**src/rtl/space_pkg.sv**
```systemverilog
// Shared constants, FSM encoding and span helper for the space-shooter obstacle formation.
package space_pkg;

  localparam int unsigned H_RES = 640;
  localparam int unsigned V_RES = 480;

  localparam logic [2:0] CLR_NONE  = 3'b000;
  localparam logic [2:0] CLR_OBS   = 3'b011;
  localparam logic [2:0] CLR_CRACK = 3'b110;

  typedef enum logic [1:0] {
    ST_MOVE_R = 2'd0,
    ST_MOVE_L = 2'd1,
    ST_DROP   = 2'd2,
    ST_HALT   = 2'd3
  } obs_state_e;

  // Half-open interval test: lo <= v < hi
  function automatic logic in_span(input logic [12:0] v, input logic [12:0] lo,
                                   input logic [12:0] hi);
    return (v >= lo) && (v < hi);
  endfunction

endpackage

```
**src/rtl/obs_formation_cell.sv**
```systemverilog
// obs_cell: one obstacle's box compare (pixel and bullet probe) plus alive/cracked flags.
// Build option OBS_SHIELD_EN: the first strike only cracks the obstacle.
module obs_cell
  import space_pkg::*;
#(
  parameter int unsigned OBS_W = 60,
  parameter int unsigned OBS_H = 20
) (
  input  logic        i_clk,
  input  logic        i_rst_n,
  input  logic [11:0] i_left,
  input  logic [10:0] i_top,
  input  logic [10:0] i_pix_x,
  input  logic [10:0] i_pix_y,
  input  logic [10:0] i_hit_x,
  input  logic [10:0] i_hit_y,
  input  logic        i_strike,
  output logic        o_pix_in,
  output logic        o_probe_in,
  output logic        o_alive,
  output logic        o_cracked
);

  logic        r_alive;
  logic        r_cracked;
  logic [12:0] w_x_lo, w_x_hi, w_y_lo, w_y_hi;
  logic        w_pix_box, w_hit_box;

  assign w_x_lo = {1'b0, i_left};
  assign w_x_hi = w_x_lo + 13'(OBS_W);
  assign w_y_lo = {2'b00, i_top};
  assign w_y_hi = w_y_lo + 13'(OBS_H);

  assign w_pix_box = in_span({2'b00, i_pix_x}, w_x_lo, w_x_hi) &&
                     in_span({2'b00, i_pix_y}, w_y_lo, w_y_hi);
  assign w_hit_box = in_span({2'b00, i_hit_x}, w_x_lo, w_x_hi) &&
                     in_span({2'b00, i_hit_y}, w_y_lo, w_y_hi);

  always_ff @(posedge i_clk or negedge i_rst_n) begin
    if (!i_rst_n) begin
      r_alive   <= 1'b1;
      r_cracked <= 1'b0;
    end else if (i_strike) begin
`ifdef OBS_SHIELD_EN
      if (r_cracked) r_alive <= 1'b0;
      else           r_cracked <= 1'b1;
`else
      r_alive <= 1'b0;
`endif
    end
  end

  assign o_pix_in   = r_alive && w_pix_box;
  assign o_probe_in = r_alive && w_hit_box;
  assign o_alive    = r_alive;
  assign o_cracked  = r_cracked;

endmodule

```
**src/rtl/obs_formation.sv**
```systemverilog
// obs_formation: row of N_OBS obstacles that sweeps and drops, with bullet-hit arbitration and registered render.
// Build option OBS_SHIELD_EN: two hits per obstacle, cracked obstacles drawn in CLR_CRACK.
module obs_formation
  import space_pkg::*;
#(
  parameter int unsigned N_OBS     = 8,
  parameter int unsigned OBS_W     = 60,
  parameter int unsigned OBS_H     = 20,
  parameter int unsigned OBS_GAP   = 20,
  parameter int unsigned X0        = 20,
  parameter int unsigned Y0        = 20,
  parameter int unsigned STEP_DX   = 2,
  parameter int unsigned STEP_DY   = 10,
  parameter int unsigned FRAME_DIV = 2,
  parameter int unsigned Y_LIMIT   = 400,
  parameter int unsigned SCORE_W   = 8
) (
  input  logic               clk,
  input  logic               reset_n,
  input  logic               video_on,
  input  logic [10:0]        pix_x,
  input  logic [10:0]        pix_y,
  input  logic               frame_tick,
  input  logic               hit_valid,
  input  logic [10:0]        hit_x,
  input  logic [10:0]        hit_y,
  output logic               hit_ack,
  output logic               obs_on,
  output logic [2:0]         rgb,
  output logic [N_OBS-1:0]   alive,
  output logic [SCORE_W-1:0] score,
  output logic               game_over,
  output logic               all_clear
);

  localparam int unsigned PITCH = OBS_W + OBS_GAP;
  localparam int unsigned FC_W  = (FRAME_DIV > 1) ? $clog2(FRAME_DIV) : 1;

  obs_state_e         r_state;
  logic               r_dir_left;
  logic [10:0]        r_off_x, r_off_y;
  logic [FC_W-1:0]    r_fcnt;
  logic               r_hit_busy, r_hit_ack;
  logic               r_obs_on, r_game_over, r_all_clear;
  logic [2:0]         r_rgb;
  logic [SCORE_W-1:0] r_score;

  logic [11:0]        w_left [N_OBS];
  logic [N_OBS-1:0]   w_alive, w_cracked, w_pix, w_probe, w_strike;
  logic [11:0]        w_lo_left, w_hi_left;
  logic [12:0]        w_hi_reach;
  logic [10:0]        w_next_y;
  logic               w_move_tick, w_accept, w_hit;

  for (genvar g = 0; g < N_OBS; g++) begin : g_cell
    assign w_left[g] = {1'b0, r_off_x} + 12'(g * PITCH);
    obs_cell #(.OBS_W(OBS_W), .OBS_H(OBS_H)) u_cell (
      .i_clk      (clk),
      .i_rst_n    (reset_n),
      .i_left     (w_left[g]),
      .i_top      (r_off_y),
      .i_pix_x    (pix_x),
      .i_pix_y    (pix_y),
      .i_hit_x    (hit_x),
      .i_hit_y    (hit_y),
      .i_strike   (w_strike[g]),
      .o_pix_in   (w_pix[g]),
      .o_probe_in (w_probe[g]),
      .o_alive    (w_alive[g]),
      .o_cracked  (w_cracked[g])
    );
  end

  // Edge tests only consider surviving obstacles, so a thinned row sweeps further.
  always_comb begin
    w_lo_left = '0;
    w_hi_left = '0;
    for (int unsigned i = 0; i < N_OBS; i++)
      if (w_alive[i]) w_hi_left = w_left[i];
    for (int unsigned i = N_OBS; i > 0; i--)
      if (w_alive[i-1]) w_lo_left = w_left[i-1];
  end

  assign w_hi_reach  = {1'b0, w_hi_left} + 13'(OBS_W + STEP_DX);
  assign w_next_y    = r_off_y + 11'(STEP_DY);
  assign w_move_tick = frame_tick && (r_fcnt == FC_W'(FRAME_DIV - 1));
  assign w_accept    = hit_valid && (r_state != ST_HALT) && !r_hit_busy;
  assign w_strike    = w_accept ? (w_probe & (~w_probe + N_OBS'(1))) : '0;
  assign w_hit       = |w_strike;

  always_ff @(posedge clk or negedge reset_n) begin
    if (!reset_n) begin
      r_state     <= ST_MOVE_R;
      r_dir_left  <= 1'b0;
      r_off_x     <= 11'(X0);
      r_off_y     <= 11'(Y0);
      r_fcnt      <= '0;
      r_game_over <= 1'b0;
    end else begin
      if (frame_tick) r_fcnt <= w_move_tick ? '0 : r_fcnt + 1'b1;
      if (w_alive == '0) begin
        r_state <= ST_HALT;
      end else if (w_move_tick) begin
        unique case (r_state)
          ST_MOVE_R: begin
            if (w_hi_reach > 13'(H_RES)) begin
              r_state    <= ST_DROP;
              r_dir_left <= 1'b1;
            end else begin
              r_off_x <= r_off_x + 11'(STEP_DX);
            end
          end
          ST_MOVE_L: begin
            if (w_lo_left < 12'(STEP_DX)) begin
              r_state    <= ST_DROP;
              r_dir_left <= 1'b0;
            end else begin
              r_off_x <= r_off_x - 11'(STEP_DX);
            end
          end
          ST_DROP: begin
            r_off_y <= w_next_y;
            if (({1'b0, w_next_y} + 12'(OBS_H)) >= 12'(Y_LIMIT)) begin
              r_state     <= ST_HALT;
              r_game_over <= 1'b1;
            end else begin
              r_state <= r_dir_left ? ST_MOVE_L : ST_MOVE_R;
            end
          end
          default: ;
        endcase
      end
    end
  end

  always_ff @(posedge clk or negedge reset_n) begin
    if (!reset_n) begin
      r_hit_busy  <= 1'b0;
      r_hit_ack   <= 1'b0;
      r_score     <= '0;
      r_all_clear <= 1'b0;
      r_obs_on    <= 1'b0;
      r_rgb       <= CLR_NONE;
    end else begin
      r_hit_busy  <= w_accept;
      r_hit_ack   <= w_hit;
      if (w_hit && (r_score != '1)) r_score <= r_score + 1'b1;
      r_all_clear <= r_all_clear || (w_alive == '0);
      r_obs_on    <= video_on && (|w_pix);
      if (video_on && (|w_pix))
        r_rgb <= (|(w_pix & w_cracked)) ? CLR_CRACK : CLR_OBS;
      else
        r_rgb <= CLR_NONE;
    end
  end

  assign hit_ack   = r_hit_ack;
  assign obs_on    = r_obs_on;
  assign rgb       = r_rgb;
  assign alive     = w_alive;
  assign score     = r_score;
  assign game_over = r_game_over;
  assign all_clear = r_all_clear;

endmodule

```
**config.mk**
```make
export PLATFORM = sky130hd
export DESIGN_NAME = obs_formation
export DESIGN_NICKNAME = d
export VERILOG_FILES = /design/src/rtl/space_pkg.sv /design/src/rtl/obs_formation_cell.sv /design/src/rtl/obs_formation.sv
export SDC_FILE = /design/constraint.sdc
export NUM_CORES = 1
export LEC_CHECK = 0
export CAP_MARGIN = 20
export CORE_MARGIN = 2
export CORE_UTILIZATION = 55
export DETAILED_ROUTE_END_ITERATION = 10
export PLACE_DENSITY = 0.75
export SYNTH_ARGS = -nofsm -noshare
export SYNTH_HDL_FRONTEND = slang
export SYNTH_SLANG_ARGS = --single-unit
```
**constraint.sdc**
```tcl
create_clock -name clk -period 11.68 [get_ports clk]
set_input_delay 1.752 -clock clk [delete_from_list [all_inputs] [get_ports clk]]
set_output_delay 1.752 -clock clk [all_outputs]
set_load 0.02 [all_outputs]
```
==> results of run 1 <==
-- through the flow --
stage / instance area (µm²) / setup WS, ns / cells
after global placement: 11100 / 6.21 / 1524
final: 11300 / 6.05 / 1533
after detailed placement: 11100 / 6.18 / 1524
after global routing: 11300 / 6.02 / 1533
after CTS: 11300 / 6.29 / 1532
after floorplan: 10200 / 7.29 / 1253
-- cells by family after synthesis --
logic type / synth area share
other: 0.000366
flip-flops: 0.111
buffers and inverters: 0.0505
multiplexers: 0.0133
AO/OA/AOI/OAI: 0.257
adder cells (fa/ha/maj): 0.313
AND/OR/NAND/NOR: 0.157
XOR/XNOR: 0.0974
-- critical path, delay by kind of cell, from the launching register on --
kind / cells / cell delay [ns]
muxes: 1 / 0.32
DFF: 1 / 0.98
adders and majority gates: 3 / 1.43
xor gates and xnor gates: 1 / 0.55
AOI/OAI and AO/OA: 5 / 1.57
buffers and inverters: 1 / 0.46
and+or+nand+nor: 3 / 0.22
-- cell type report --
cell class                      count  area share
Inverter                           78      0.0259
Sequential cell                    45       0.101
Tap cell                          229      0.0254
Timing Repair Buffer               84      0.0720
Multi-Input combinational cell   1089       0.761
Clock inverter                      2     0.00310
Clock buffer                        6      0.0114
-- report_power, final --
part	internal (µW)	total [µW]	leakage (µW)	switching [µW]
registers	158	161	0.000511	2.44
logic	64.0	144	0.00476	79.6
clock network	101	161	0.0000808	59.9
-- synth_stat cells, types with 8 or more instances --
master	instances
nand4_1	13
nand2b_1	19
xnor2_1	90
nand2_1	85
a21oi_1	82
xor2_1	14
a21o_1	41
dfstp_2	12
o211ai_1	17
nor3_1	29
a211oi_1	19
a31oi_1	27
dfrtp_1	33
nor4_1	10
o21ai_0	78
clkbuf_1	19
o31ai_1	9
and3_1	8
nor2b_1	11
mux2i_1	11
nand3_1	27
buf_4	13
o21a_1	17
a211o_1	9
o2111ai_1	9
ha_1	249
a2111oi_0	14
inv_1	71
nor2_1	78
-- routing by layer --
| metal | wire length, µm | track usage | up-vias | part of all wire |
|---|---|---|---|---|
| met5 | 0 | 0 | - | 0 |
| met4 | 1590 | 0.154 | 0 | 0.049 |
| met3 | 2730 | 0.0482 | 92 | 0.084 |
| met2 | 14300 | 0.535 | 438 | 0.44 |
| met1 | 14000 | 0.426 | 4712 | 0.43 |
| li1 | - | - | 4782 | - |
-- worst min-delay path by stage --
stage / startpoint / end / slack [ns] / depth (start not counted)
6_report: game_over / game_over / 0.47 / 1
5_1_grt: all_clear / all_clear / 0.49 / 1
4_1_cts: game_over / game_over / 0.48 / 1
3_5_place_dp: all_clear / all_clear / 0.45 / 1
3_3_place_gp: all_clear / all_clear / 0.45 / 1
2_1_floorplan: r_dir_left / r_dir_left / 0.47 / 1
-- sequential cells by signal, summed over array words and instances (netlist names) --
signal                 count
all_clear                  1
rgb                        1
r_off_y                   10
r_dir_left                 1
game_over                  1
r_off_x                   10
r_state                    2
r_hit_busy                 1
score                      8
r_fcnt                     1
g_cell.u_cell.o_alive      8
hit_ack                    1
==> summary.txt, run 1 <==
Timing
  – Final period util: 0.482
  – WHS: 0.470 ns
  – Min Tclk post-route: 5.63 ns
  – Slew Limit Fails: 0
  – TNS Setup: 0 ns
  – Hold Fails Final Rpt: 0
  – Final setup fails: 0
  – Max-slew headroom: 0.326
  – Fmax: 177 MHz
  – Worst Tran Pin Value: 1.01 ns
  – Unrepaired setup endpoints after global routing: no
  – Clock skew: 0.00900 ns

Drt
  – Wire length per cell: 21.3 µm
  – Initial drt markers: 877
  – Via-to-Cell Ratio: 6.54
  – Final ANT Viol Nets: 0
  – Via count: 10000
  – Routed wire length: 32.6 mm
  – Drt first pass iters: 6
  – DRC viols: 0

Floorplan
  – Die Area: 19700 µm²
  – Chip width: 141 µm
  – Initial core utilization: 0.565
  – IO Pins: 72
  – Rows: 49
  – Die Y: 141 µm
  – CORE AREA: 18100 µm²

Power and ir drop
  – Worst VDD drop: 0.0716 mV
  – Total power draw: 465 µW
  – P_leak: 0.00535 µW
  – PD cells: 41.2 nW/µm²

Setup path
  – Crit path top cell by count: ha_1
  – Worst reg-to-reg setup slack: 6.05 ns
  – Worst Path Class, Setup: register to register
  – Worst Path Required: 11.86 ns
  – Crit end category: register
  – Reg2reg start: r_off_x[4]
  – Slowest stage cell, crit path: dfstp_2
  – Crit-path cells: inv_1 -> ha_1 -> xnor2_1 -> ha_1 -> nand3_1 -> nor2_1 -> a211oi_1 -> o21ai_0 -> maj3_1 -> a21oi_1 -> o211ai_1 -> o2111ai_4 -> nand2_4 -> mux2_4
  – Critical Path Start: r_off_x[4]
  – Worst setup SP type: register
  – Slowest stage delay, CP: 0.98 ns
  – Worst Setup EP: score[1]
  – Worst-path maximum fanout: 24
  – Reg2Reg Depth: 14
  – Arrival time worst endpoint: 5.81 ns
  – RR Endpoint: score[1]

Placed design
  – # port buffers: 70
  – Gpl congestion: 1.02
  – DPL Wire Length: 25.4 mm

GRT
  – Initial antenna violation count: 0
  – All-Layer GR Usage: 0.327
  – Total grt overflow: 0
  – Largest net degree at the start of global routing: 46
  – First-pass GRT wire length: 51.8 mm
  – Number of global-route vias before repair: 9866

Synthesis
  – Syn Inst Count: 1253
  – Net count after synthesis: 1552
  – Async set-reset flop share out of synthesis: 1.00
  – Syn Area/Cell: 8.18 µm²
  – Yosys reg bits: 45
  – Distinct cells, synth: 85
  – Most used DFF post-synth: dfrtp_1
  – Register area share after synthesis: 0.111
  – Yosys warnings: 8
  – Area leader, netlist: ha_1
  – Top cell type's share of synthesized area: 0.304
  – Post-synth EDFFs: 0
  – Dominant cells by area after synthesis: ha_1 30%, dfrtp_1 8.1%, xnor2_1 7.7%, a21oi_1 4.0%, o21ai_0 3.8%
  – Syn Std Cell Area: 10200 µm²

Cells and area
  – Multi-input gate area: 8590 µm²
  – Final nets: 1602
  – Most frequent cells in the layout: 249 x ha_1, 90 x xnor2_1, 85 x nand2_1, 82 x a21oi_1
  – N_diodes: 0
  – Share of cells above drive strength 1: 0.0491
  – Fillers: 1601
  – Layout Utilization: 0.622
  – Area Overhead vs Synth: 10.1%
  – Leading cell type in the layout, fill and taps excluded: ha_1
  – Sequential Area: 1140 µm²

Clocking
  – Clk sinks: 45
  – Longest Clk Path Bufs: 2
  – Root Buffer: clkbuf_16
  – CTS tree: built
  – Max H-tree Level: 2
  – CTS clk-pin slew, worst paths: 0.07 ns
  – TritonCTS Buffers: 5
  – Setup Buffers After CTS: 0
  – Skew-Pair Late Insertion Delay: 0.29 ns
  – CTS Hold Buffers Added: 0
  – Resize count post-CTS: 0

Worst hold path
  – Type of the worst min-delay path: register to register

Job
  – Max cap viols: 0

Run status
  – Run status: finished clean
Note: power is estimated with default switching activity, not from simulation.
==> run 2: changes to the inputs <==
==> constraint.sdc (replaced) <==
create_clock -name clk -period 5.9 [get_ports clk]
set_input_delay 0.885 -clock clk [delete_from_list [all_inputs] [get_ports clk]]
set_output_delay 0.885 -clock clk [all_outputs]
set_load 0.02 [all_outputs]
==> summary.txt, run 2 (same netlist as run 1, synthesis figures left out) <==
GRT
  – Total grt overflow: 0 (unchanged)
  – All-Layer GR Usage: 0.345 (+0.0174)
  – Largest net degree at the start of global routing: 46 (unchanged)
  – Number of global-route vias before repair: 9880 (+0.14%)
  – First-pass GRT wire length: 54.1 mm (+4.5%)
  – Initial antenna violation count: 1 (+1)

Timing
  – TNS Setup: 0 ns (unchanged)
  – Final setup fails: 0 (unchanged)
  – Clock skew: 0.00494 ns (-0.00406 ns)
  – Worst Tran Pin Value: 1.05 ns (+0.0452 ns)
  – Unrepaired setup endpoints after global routing: no
  – Min Tclk post-route: 5.18 ns (-0.450 ns)
  – Hold Fails Final Rpt: 0 (unchanged)
  – Max-slew headroom: 0.293 (-0.0331)
  – Slew Limit Fails: 0 (unchanged)
  – Final period util: 0.879 (+0.396)
  – Fmax: 193 MHz (+8.7%)
  – WHS: 0.415 ns (-0.0548 ns)

Job
  – Max cap viols: 0 (unchanged)

Cells and area
  – Leading cell type in the layout, fill and taps excluded: ha_1
  – Most frequent cells in the layout: 249 x ha_1, 90 x xnor2_1, 85 x nand2_1, 82 x a21oi_1
  – Final nets: 1610 (+0.50%)
  – Sequential Area: 1140 µm² (unchanged)
  – N_diodes: 0 (unchanged)
  – Top Registers: r_off_x (10), r_off_y (10)
  – Fillers: 1605 (+0.25%)
  – Area Overhead vs Synth: 11.0%
  – Share of cells above drive strength 1: 0.0556 (+0.00656)
  – Multi-input gate area: 8590 µm² (unchanged)

Worst hold path
  – Type of the worst min-delay path: input pin to asynchronous set/reset pin

Drt
  – Top sig layer: met5
  – Drt first pass iters: 6 (unchanged)
  – Initial drt markers: 1086 (+24%)
  – DRC viols: 0 (unchanged)
  – Metal3 WL: 2.87 mm (+5.2%)
  – Routed wire length: 34.2 mm (+4.9%)
  – Via count: 10200 (+2.1%)
  – Via-to-Cell Ratio: 6.64 (+1.6%)
  – Final ANT Viol Nets: 0 (unchanged)
  – Wire length per cell: 22.2 µm (+4.4%)
  – Routed met2 length: 14.7 mm (+2.9%)
  – Post-route met1 wirelength: 14.6 mm (+4.5%)

Clocking
  – Setup Buffers After CTS: 0 (unchanged)
  – Root Buffer: clkbuf_16
  – CTS Hold Buffers Added: 0 (unchanged)
  – TritonCTS Buffers: 5 (unchanged)
  – Max H-tree Level: 2 (unchanged)
  – Resize count post-CTS: 0 (unchanged)
  – Clk sinks: 45 (unchanged)
  – Longest Clk Path Bufs: 2 (unchanged)
  – CTS tree: built
  – CTS clk-pin slew, worst paths: 0.07 ns (about the same)
  – Skew-Pair Late Insertion Delay: 0.29 ns (about the same)

Setup path
  – Reg2Reg Depth: 14 (unchanged)
  – Worst Setup EP: score[1]
  – Levels on crit path: 14 (unchanged)
  – Reg2reg start: r_off_x[5]
  – Worst Path Required: 6.08 ns (-5.78 ns)
  – Crit-path leading delay family: compound AO/OA/AOI/OAI gates
  – Worst setup SP type: register
  – Crit path top cell by count: ha_1
  – Worst-path maximum fanout: 21 (-13%)
  – Crit end category: register
  – Buffers & Inverters on Critical Path: 1 (unchanged)
  – RR Endpoint: score[1]
  – Critical Path Start: r_off_x[5]
  – Crit-path cells: inv_1 -> ha_1 -> nor3_1 -> nor2_1 -> xor2_1 -> ha_1 -> a211o_1 -> o31a_1 -> maj3_1 -> a31oi_1 -> nor4_2 -> o2111ai_4 -> nand2_4 -> mux2_4
  – Worst Path Class, Setup: register to register
  – Slowest stage cell, crit path: dfrtp_1
  – Slowest stage delay, CP: 0.85 ns (-0.13 ns)
  – Arrival time worst endpoint: 5.36 ns (-0.45 ns)
  – Worst reg-to-reg setup slack: 0.72 ns (-5.33 ns)

Power and ir drop
  – PD cells: 86.1 nW/µm² (+110%)
  – P_leak: 0.00541 µW (+1.0%)
  – Worst VDD drop: 0.152 mV (+110%)

Floorplan
  – Die Area: 19700 µm² (unchanged)
  – Rows: 49 (unchanged)
  – CORE AREA: 18100 µm² (unchanged)
  – Die Y: 141 µm (unchanged)
  – Initial core utilization: 0.565 (unchanged)
  – Chip width: 141 µm (unchanged)
  – IO Pins: 72 (unchanged)

Placed design
  – DPL Wire Length: 27.6 mm (+8.7%)
  – Gpl congestion: 1.04 (+1.5%)
  – # port buffers: 70 (unchanged)

Run status
  – Run status: finished clean
## run 2: cell type report
| class | instances | share of cell area |
|---|---|---|
| Multi-Input combinational cell | 1089 | 0.755 |
| Sequential cell | 45 | 0.100 |
| Timing Repair Buffer | 92 | 0.0768 |
| Inverter | 78 | 0.0257 |
| Tap cell | 229 | 0.0252 |
| Clock buffer | 5 | 0.0110 |
| Clock inverter | 3 | 0.00605 |
## run 2: worst min-delay path by stage
stage	startpoint	to	slack, ns	depth (start not counted)
floorplan	r_dir_left	r_dir_left	0.47	1
detailed placement	all_clear	all_clear	0.46	1
finish	reset_n	score[6]	0.42	1
CTS	game_over	game_over	0.48	1
global route	reset_n	score[3]	0.41	1
global placement	all_clear	all_clear	0.45	1
## run 2: metrics by stage
stage / util / total power, µW / worst slack, ns / instances / area (µm²)
2_1_floorplan: - / 476 / 1.62 / 1253 / 10200
5_1_grt: 0.627 / 1030 / 0.487 / 1541 / 11400
3_3_place_gp: 0.615 / 598 / 1.09 / 1532 / 11200
6_report: 0.627 / 980 / 0.716 / 1541 / 11400
3_5_place_dp: 0.615 / 605 / 0.984 / 1532 / 11200
4_1_cts: 0.626 / 980 / 0.965 / 1540 / 11400
## run 2: routing by layer
layer  up-vias  track usage
met2       531        0.551
met5         -            0
met4         2        0.168
met3       125       0.0554
li1       4801            -
met1      4775        0.454
## run 2: power breakdown
| part | internal [µW] | switching, µW |
|---|---|---|
| clock network | 244 | 128 |
| registers | 313 | 5.02 |
| logic | 128 | 162 |
==> run 3: changes to the inputs <==
--- a/config.mk
+++ b/config.mk
@@ -5,6 +5,7 @@
 export SDC_FILE = /design/constraint.sdc
 export NUM_CORES = 1
 export LEC_CHECK = 0
+export ABC_AREA = 1
 export CAP_MARGIN = 20
 export CORE_MARGIN = 2
 export CORE_UTILIZATION = 55
==> summary.txt, run 3 <==
Drt
  – Wire length per cell: 18.7 µm (-16%)
  – DRC viols: 0 (unchanged)
  – Initial drt markers: 1020 (-6.1%)
  – Via-to-Cell Ratio: 5.86 (-12%)
  – Routed wire length: 38.7 mm (+13%)
  – Final ANT Viol Nets: 0 (unchanged)
  – Via count: 12200 (+19%)
  – Drt first pass iters: 5 (-1)

Synthesis
  – Top cell type's share of synthesized area: 0.276 (-0.0281)
  – Distinct cells, synth: 57 (-33%)
  – Area leader, netlist: ha_1
  – Net count after synthesis: 2053 (+32%)
  – Top cells by count, synth: 516 x nand2_1, 249 x ha_1, 187 x inv_1
  – Register area share after synthesis: 0.101 (-0.0103)
  – Yosys warnings: 8 (unchanged)
  – Yosys reg bits: 45 (unchanged)
  – Most used DFF post-synth: dfrtp_1
  – Syn Inst Count: 1754 (+40%)
  – Async set-reset flop share out of synthesis: 1.00 (unchanged)
  – Most common cell in the netlist: nand2_1
  – Post-synth EDFFs: 0 (unchanged)
  – Dominant cells by area after synthesis: ha_1 28%, nand2_1 17%, dfrtp_1 7.3%, inv_1 6.2%, a21oi_1 5.2%
  – Syn Area/Cell: 6.44 µm² (-21%)
  – Syn Std Cell Area: 11300 µm² (+10%)

Cells and area
  – Area Overhead vs Synth: 9.40%
  – N_diodes: 0 (unchanged)
  – Fillers: 2006 (+25%)
  – Leading cell type in the layout, fill and taps excluded: nand2_1
  – Most frequent cells in the layout: 516 x nand2_1, 249 x ha_1, 187 x inv_1, 120 x nor2_1, 118 x a21oi_1
  – Share of cells above drive strength 1: 0.0554 (-0.000269)
  – Top Registers: r_off_x (10), r_off_y (10)
  – Final nets: 2104 (+31%)
  – Final instance area: 12400 µm² (+8.6%)

Placed design
  – Dpl cell area: 12200 µm² (+9.0%)
  – # port buffers: 70 (unchanged)
  – Gpl congestion: 1.03 (-1.1%)
  – DPL Wire Length: 30.7 mm (+11%)

Clocking
  – Clk sinks: 45 (unchanged)
  – Root Buffer: clkbuf_16
  – Max H-tree Level: 2 (unchanged)
  – CTS clk-pin slew, worst paths: 0.06 ns (about the same)
  – TritonCTS Buffers: 5 (unchanged)
  – CTS Hold Buffers Added: 0 (unchanged)
  – CTS tree: built
  – Longest Clk Path Bufs: 2 (unchanged)
  – Resize count post-CTS: 0 (unchanged)
  – Skew-Pair Late Insertion Delay: 0.29 ns (about the same)
  – Setup Buffers After CTS: 0 (unchanged)

Timing
  – Final setup fails: 0 (unchanged)
  – Fmax: 215 MHz (+12%)
  – Worst Tran Pin Value: 1.04 ns (-0.0140 ns)
  – Min Tclk post-route: 4.65 ns (-0.535 ns)
  – WHS: 0.464 ns (+0.0486 ns)
  – Unrepaired setup endpoints after global routing: no
  – Slew Limit Fails: 0 (unchanged)
  – Hold Fails Final Rpt: 0 (unchanged)
  – TNS Setup: 0 ns (unchanged)
  – Clock skew: 0.00266 ns (-0.00228 ns)
  – Final period util: 0.788 (-0.0908)
  – Max-slew headroom: 0.306 (+0.0122)

Worst hold path
  – Hold Startpoint: r_fcnt
  – Hold Path End: r_fcnt
  – Hold Path Depth: 1
  – Type of the worst min-delay path: register to register

Run status
  – Run status: finished clean

Setup path
  – Worst-path maximum fanout: 15 (-29%)
  – Arrival time worst endpoint: 4.83 ns (-0.53 ns)
  – Worst Path Class, Setup: register to register
  – Worst setup SP type: register
  – Crit end category: register
  – Reg2Reg Depth: 21 (+7)
  – Worst reg-to-reg setup slack: 1.25 ns (+0.54 ns)
  – RR Endpoint: score[1]
  – Worst Path Required: 6.08 ns (about the same)
  – Reg2reg start: r_off_x[5]

GRT
  – Number of global-route vias before repair: 11200 (+13%)
  – All-Layer GR Usage: 0.355 (+0.0103)
  – Initial antenna violation count: 0 (-1)
  – Largest net degree at the start of global routing: 46 (unchanged)
  – Total grt overflow: 0 (unchanged)
  – First-pass GRT wire length: 60.9 mm (+13%)

Power and ir drop
  – Worst VDD drop: 0.322 mV (+110%)
  – Total power draw: 6420 µW (+550%)
  – PD cells: 519 nW/µm² (+500%)
  – P_leak: 0.00656 µW (+21%)

Floorplan
  – Rows: 52 (+6.1%)
  – Initial core utilization: 0.560 (-0.00495)
  – Chip width: 147 µm (+4.8%)
  – CORE AREA: 20200 µm² (+11%)
  – Die Y: 147 µm (+4.8%)
  – IO Pins: 72 (unchanged)
  – Die Area: 21700 µm² (+9.9%)

Job
  – Max cap viols: 0 (unchanged)
==> run 3: routing by layer <==
metal / up-vias / part of all wire / track usage
met5: - / 0 / 0
met4: 0 / 0.036 / 0.113
met3: 98 / 0.095 / 0.0699
met2: 546 / 0.43 / 0.564
met1: 5550 / 0.44 / 0.485
li1: 5980 / - / -
==> run 3: power breakdown <==
group / total [µW] / leakage, µW / switching (µW) / internal (µW)
logic: 5450 / 0.00593 / 3570 / 1880
clock network: 314 / 0.0000808 / 115 / 199
registers: 649 / 0.000550 / 219 / 430
total: 6420 / 0.00656 / 3910 / 2510
==> run 3: worst max-delay path: stages, from the launching register on <==
cell and delay (ns):
dfrtp_1 0.61, inv_1 0.50, ha_1 0.26, inv_1 0.07, o21bai_1 0.30, xor2_1 0.36, inv_1 0.17, nor2_1 0.18
xor2_1 0.27, ha_1 0.30, a21oi_1 0.14, o21ai_0 0.09, a21oi_1 0.15, o21ai_0 0.09, o21ai_0 0.20, nand3_1 0.13
nor2_1 0.14, nand3_1 0.16, nand3_4 0.20, nand2_4 0.11, nand2_1 0.07, nand2_1 0.05
==> run 3: through the flow <==
step	utilization	instances	setup slack, ns
after floorplan	-	1754	2.39
after global placement	0.603	2067	1.53
after detailed placement	0.603	2067	1.38
after CTS	0.611	2075	1.35
after global routing	0.612	2076	0.801
final	0.612	2076	1.25
==> run 3: logic make-up after synthesis <==
family,count (synthesis),synth area share
other,1,0.000332
DFF,45,0.101
xor gates and xnor gates,65,0.0524
buffers and inverters,243,0.0894
and+or+nand+nor,891,0.348
AOI/OAI and AO/OA,259,0.131
adders and majority gates,250,0.278
==> run 3: cell type report <==
class,instances,area (µm²),share of cell area
repair buffers,80,783,0.0634
clock inverters,2,35.0,0.00284
flip-flops and latches,45,1140,0.0924
multi-input cells,1466,9140,0.740
well taps,270,338,0.0273
inverters,207,786,0.0636
clock buffers,6,129,0.0104
==> run 3: worst max-delay path by stage <==
stage | depth (start not counted) | to | startpoint
floorplan | 21 | score[2] | r_off_x[5]
global placement | 23 | score[2] | r_off_x[5]
detailed placement | 21 | score[7] | r_off_x[5]
CTS | 21 | score[1] | r_off_x[5]
global route | 21 | score[3] | r_off_x[5]
finish | 21 | score[1] | r_off_x[5]
==> RTL change 1: new RTL, settings of run 1 <==
Change the parameter `N_OBS` from 8 to 4.
--- a/src/rtl/obs_formation.sv
+++ b/src/rtl/obs_formation.sv
@@ -3,7 +3,7 @@
 module obs_formation
   import space_pkg::*;
 #(
-  parameter int unsigned N_OBS     = 8,
+  parameter int unsigned N_OBS     = 4,
   parameter int unsigned OBS_W     = 60,
   parameter int unsigned OBS_H     = 20,
   parameter int unsigned OBS_GAP   = 20,
Ports: changed (resized alive); port bits go from 72 to 68. The function was not compared with the original's and may differ.
==> RTL change 1 against run 1 <==
Count of clock-buffer cells in the layout did not move; synthesized area fell by 28%; cell area fell by 28%; setup slack improved by 0.58 ns; sequential cell count fell by 4; non-clock buffer count fell by 18; routed wire length fell by 41%; clock skew fell by 0.0024 ns; die area fell by 28%; critical path depth did not move; final cell count fell by 29%; synthesized cell count fell by 31%; worst hold slack got worse by 0.032 ns; critical path type unchanged.
Power is left out: it rests on default switching activity, and per cell area and clock period it moved more than threefold.
==> RTL change 1: results (changes against run 1) <==
{| class="wikitable"
! Metric !! Value
|-
| Post-Synthesis Cells || 864 (-31%)
|-
| Count of warnings emitted by yosys || 4 (-4)
|-
| Largest buffer count on any clock path || 2 (unchanged)
|-
| Drt first-iter violations || 609 (-31%)
|-
| Startpoint types || register
|-
| Clock latency at the later pin of the worst-skew pair || 0.30 ns
|-
| CTS root buf || clkbuf_16
|-
| Leading register cell type out of synthesis || dfrtp_1
|-
| Number of resized instances in the post-cts repair step || 0 (unchanged)
|-
| Weighted congestion reported at the end of routability-driven placement || 1.002 (-2.1%)
|-
| CTS Buf Count || 5 (unchanged)
|-
| Clock Pin Slew Worst Setup and Hold Paths || 0.06 ns
|-
| Number of H-tree levels || 2 (unchanged)
|-
| First-pass GRT wire length || 31560 um (-39%)
|-
| Diodes inserted || 0 (unchanged)
|-
| Post-route antenna net violation count || 0 (unchanged)
|-
| Most instantiated cells after synthesis || ha_1 (176), o21ai_0 (54), a21oi_1 (53), xnor2_1 (53), inv_1 (50)
|-
| Fraction of the yosys area taken by sequential cells || 0.1413 (+0.03002)
|-
| Number of vias per cell after detailed routing || 6.147 (-6.0%)
|-
| Share of cells above drive strength 1 || 0.05165 (+0.002569)
|-
| Pin count of the biggest net entering global routing || 42 (-8.7%)
|-
| Library cells used by synthesis || 84 (-1.2%)
|-
| Crit-path slowest cell || dfrtp_1
|-
| Layout Skew || 0.006570 ns (-0.002431 ns)
|-
| Via count of the first global-routing pass || 6154 (-38%)
|-
| Fraction of registers with async set/reset || 1.000 (unchanged)
|-
| Largest stage delay on the critical path || 0.97 ns
|-
| Path type of the worst min-delay path || register to register
|-
| Tightest Pin Transition || 1.007 ns (-0.0002602 ns)
|-
| Aggregate global-route resource usage || 0.2758 (-0.05158)
|-
| DP Wirelength || 15510 um (-39%)
|-
| Number of I/O port buffers || 66 (-5.7%)
|-
| Largest cells by area after synthesis || ha_1 (30%), dfrtp_1 (11%), xnor2_1 (6.3%)
|-
| Filler instances || 1188 (-26%)
|-
| Hold Crit Start || r_hit_busy$_DFF_PN0_
|-
| Worst reg2reg path startpoint || r_off_x[6]$_DFFE_PN0P_
|-
| Fin nets || 1135 (-29%)
|-
| Peak fanout along the critical path || 29 (+21%)
|-
| WL final || 19330 um (-41%)
|-
| First-pass iteration count of the detailed router || 5 (-1)
|-
| Gate family responsible for the most delay along the worst path || compound AO/OA/AOI/OAI gates
|-
| Vias after detailed routing || 6676 (-33%)
|-
| Outcome || complete, no violations
|-
| Placement Cell Area || 0.008020 mm^2 (-28%)
|-
| Total setup buffers inserted after CTS || 0 (unchanged)
|-
| Initial antenna violation count || 0 (unchanged)
|}
RTL change 1: path summary, 6_finish.rpt:
| kind | slack (ns) | cells after the start | end |
|---|---|---|---|
| setup reg to reg | 6.63 | 14 | score[1]$_DFFE_PN0P_ |
| setup / recovery | 6.63 | 14 | score[1]$_DFFE_PN0P_ |
| hold reg to reg | 0.44 | 1 | r_hit_busy$_DFF_PN0_ |
| hold / removal | 0.44 | 1 | r_hit_busy$_DFF_PN0_ |
| min in group asynchronous | 1.58 | 1 | r_off_x[1]$_DFFE_PN0P_ |
| max in group asynchronous | 9.49 | 1 | score[4]$_DFFE_PN0P_ |
RTL change 1: final cells by class:
| cell class | count | area [um^2] | share of cell area |
|---|---|---|---|
| Sequential cell | 41 | 1036 | 0.1269 |
| Clock buffer | 6 | 128.9 | 0.01579 |
| Inverter | 57 | 214.0 | 0.02621 |
| Clock inverter | 2 | 15.01 | 0.001839 |
| Timing Repair Buffer | 66 | 655.6 | 0.08031 |
| Multi-Input combinational cell | 738 | 5894 | 0.7220 |
| Tap cell | 176 | 220.2 | 0.02697 |
RTL change 1: cells by family after synthesis:
group	share of synthesized area
compound gates	0.2412
fa+ha+maj	0.3073
other cells	0.0005116
xor+xnor	0.08570
mux	0.009047
flops	0.1413
buf+inv	0.05445
simple gates	0.1605
RTL change 1: metal layers:
layer  track usage  wire length, um  part of all wire  vias to the layer above
li1              -                -                 -                     3302
met4       0.08162              427             0.022                        0
met5             0                0                 0                        -
met3       0.03975             1221             0.063                       28
met2        0.4239             8478              0.44                      236
met1        0.3993             9201              0.48                     3110
RTL change 1: through the flow:
step / hold WS, ns / setup WS [ns]
floorplan: 0.3934 / 7.381
global placement: 0.4144 / 6.757
detailed placement: 0.4130 / 6.680
CTS: 0.4333 / 6.701
global route: 0.4552 / 6.311
finish: 0.4381 / 6.628
==> RTL change 2: new RTL, settings of run 1 <==
Without the edit above. Put one more register stage on the output `rgb`, cleared by the reset. The value now appears one clock later. The other outputs are not delayed to match.
--- a/src/rtl/obs_formation.sv
+++ b/src/rtl/obs_formation.sv
@@ -156,7 +156,13 @@
 
   assign hit_ack   = r_hit_ack;
   assign obs_on    = r_obs_on;
-  assign rgb       = r_rgb;
+  always_ff @(posedge clk or negedge reset_n) begin
+    if (!reset_n) begin
+      rgb <= '0;
+    end else begin
+      rgb <= r_rgb;
+    end
+  end
   assign alive     = w_alive;
   assign score     = r_score;
   assign game_over = r_game_over;
Function: changed (a bounded check fails within 4 cycles, from zero or initial values and one cycle with reset_n low).
==> RTL change 2 against run 1 <==
Global-route usage grew 3.6 points; clock skew shrank 0.0041 ns; clock power rose by 15%; die area grew 1.8%; via count grew 5.0%; sequential cell count grew 1; setup slack got worse by 0.37 ns; synthesized area is 1.9% higher; combinational power fell by 6%; power increased by 4.3%; cell area increased by 2.0%; routed wire length up 11%.
==> RTL change 2: results (changes against run 1) <==
{| class="wikitable"
! Metric !! Value
|-
| Weighted congestion reported at the end of routability-driven placement || 1.064 (+4.0%)
|-
| Filler instances || 1696 (+5.9%)
|-
| Pin count of the biggest net entering global routing || 47 (+2.2%)
|-
| Switching power of the nets || 0.1401 mW (-1.3%)
|-
| Leak || 5.373 nW (+0.38%)
|-
| Fraction of the yosys area taken by sequential cells || 0.1117 (+0.0003421)
|-
| Vias after detailed routing || 10530 (+5.0%)
|-
| DP Wirelength || 28270 um (+11%)
|-
| Clock buf/inv share || 0.01685 (+0.002331)
|-
| Hold Crit Start || r_rgb[0]$_DFF_PN0_
|-
| Most instantiated cells after synthesis || ha_1 (249), a21oi_1 (103), o21ai_0 (87)
|-
| Seq/total area || 0.1013 (+0.0002408)
|-
| CP Data Arrival Time || 6.22 ns (+0.41 ns)
|-
| First-pass GRT wire length || 57340 um (+11%)
|-
| Largest cells by area after synthesis || ha_1 (30%), dfrtp_1 (8.1%), xnor2_1 (6.4%)
|-
| Fraction of the mapped netlist area in adder cells || 0.3082 (-0.004573)
|-
| Area of the multi-input gates || 0.008735 mm^2 (+1.7%)
|-
| Flop2flop setup slack || 5.68 ns (-0.37 ns)
|-
| Final Hold Slack || 0.3948 ns (-0.07494 ns)
|-
| Hold Crit Endpoint || rgb[0]$_DFF_PN0_
|-
| Xor and xnor fraction of the mapped netlist area || 0.08843 (-0.008987)
|-
| Aggregate global-route resource usage || 0.3638 (+0.03641)
|-
| Largest buffer count on any clock path || 2 (unchanged)
|-
| Endpoint of the lowest-slack register-to-register path || r_rgb[0]$_DFF_PN0_
|-
| Place WS || 5.894 ns (-0.2902 ns)
|-
| Outcome || complete, no violations
|-
| Non-filler instance count after layout || 1572 (+2.5%)
|-
| Area fraction in compound gates after synthesis || 0.2732 (+0.01586)
|-
| Peak fanout along the critical path || 29 (+21%)
|-
| Path type of the worst min-delay path || register to register
|-
| Layout overhead on the synthesized area || 10.21% (about the same)
|-
| Layout clock buffer count || 5 (-1)
|-
| Inverters || 84 (+7.7%)
|-
| Summed instance area of the synthesized netlist || 0.01044 mm^2 (+1.9%)
|-
| Layout Skew || 0.004865 ns (-0.004136 ns)
|-
| Count of plain and timing-repair buffers in the layout || 83 (-1.2%)
|-
| Relative area of non-clock buffer cells in the final design || 0.07002 (-0.002031)
|-
| Placement Cell Area || 0.01129 mm^2 (+1.7%)
|-
| Tightest Pin Transition || 1.115 ns (+0.1076 ns)
|-
| Library cells used by synthesis || 96 (+13%)
|-
| Share of cells above drive strength 1 || 0.05381 (+0.004732)
|-
| WL final || 36290 um (+11%)
|-
| Worst vdd rail ir drop || 89.89 uV (+26%)
|-
| Post-synthesis mux area share || 0.003475 (-0.009831)
|}
[RTL change 2: power groups by stage]
stage	combinational, mW	clock [mW]	sequential, mW
after floorplan	0.0709	0	0.166
after global placement	0.128	0	0.166
after detailed placement	0.132	0	0.166
after CTS	0.133	0.189	0.163
after global routing	0.151	0.195	0.164
final	0.136	0.185	0.163
[RTL change 2: routing by layer]
metal,GRT usage,vias to the layer above,part of all wire
li1,-,4913,-
met1,0.4569,4981,0.41
met2,0.5789,484,0.44
met3,0.05569,150,0.078
met4,0.2411,0,0.074
met5,0,-,0
[RTL change 2: worst max-delay path, stage by stage, from the launching register on]
cell and delay (ns):
dfstp_2 0.92, inv_1 0.31, ha_1 0.53, nand2b_1 0.27, o21ai_0 0.51, ha_1 0.36
and3_1 0.19, a2111oi_0 0.98, o21bai_1 0.16, a21o_1 0.22, maj3_1 0.35, maj3_1 0.36
a21o_1 0.18, a211oi_1 0.32, o2111a_1 0.25
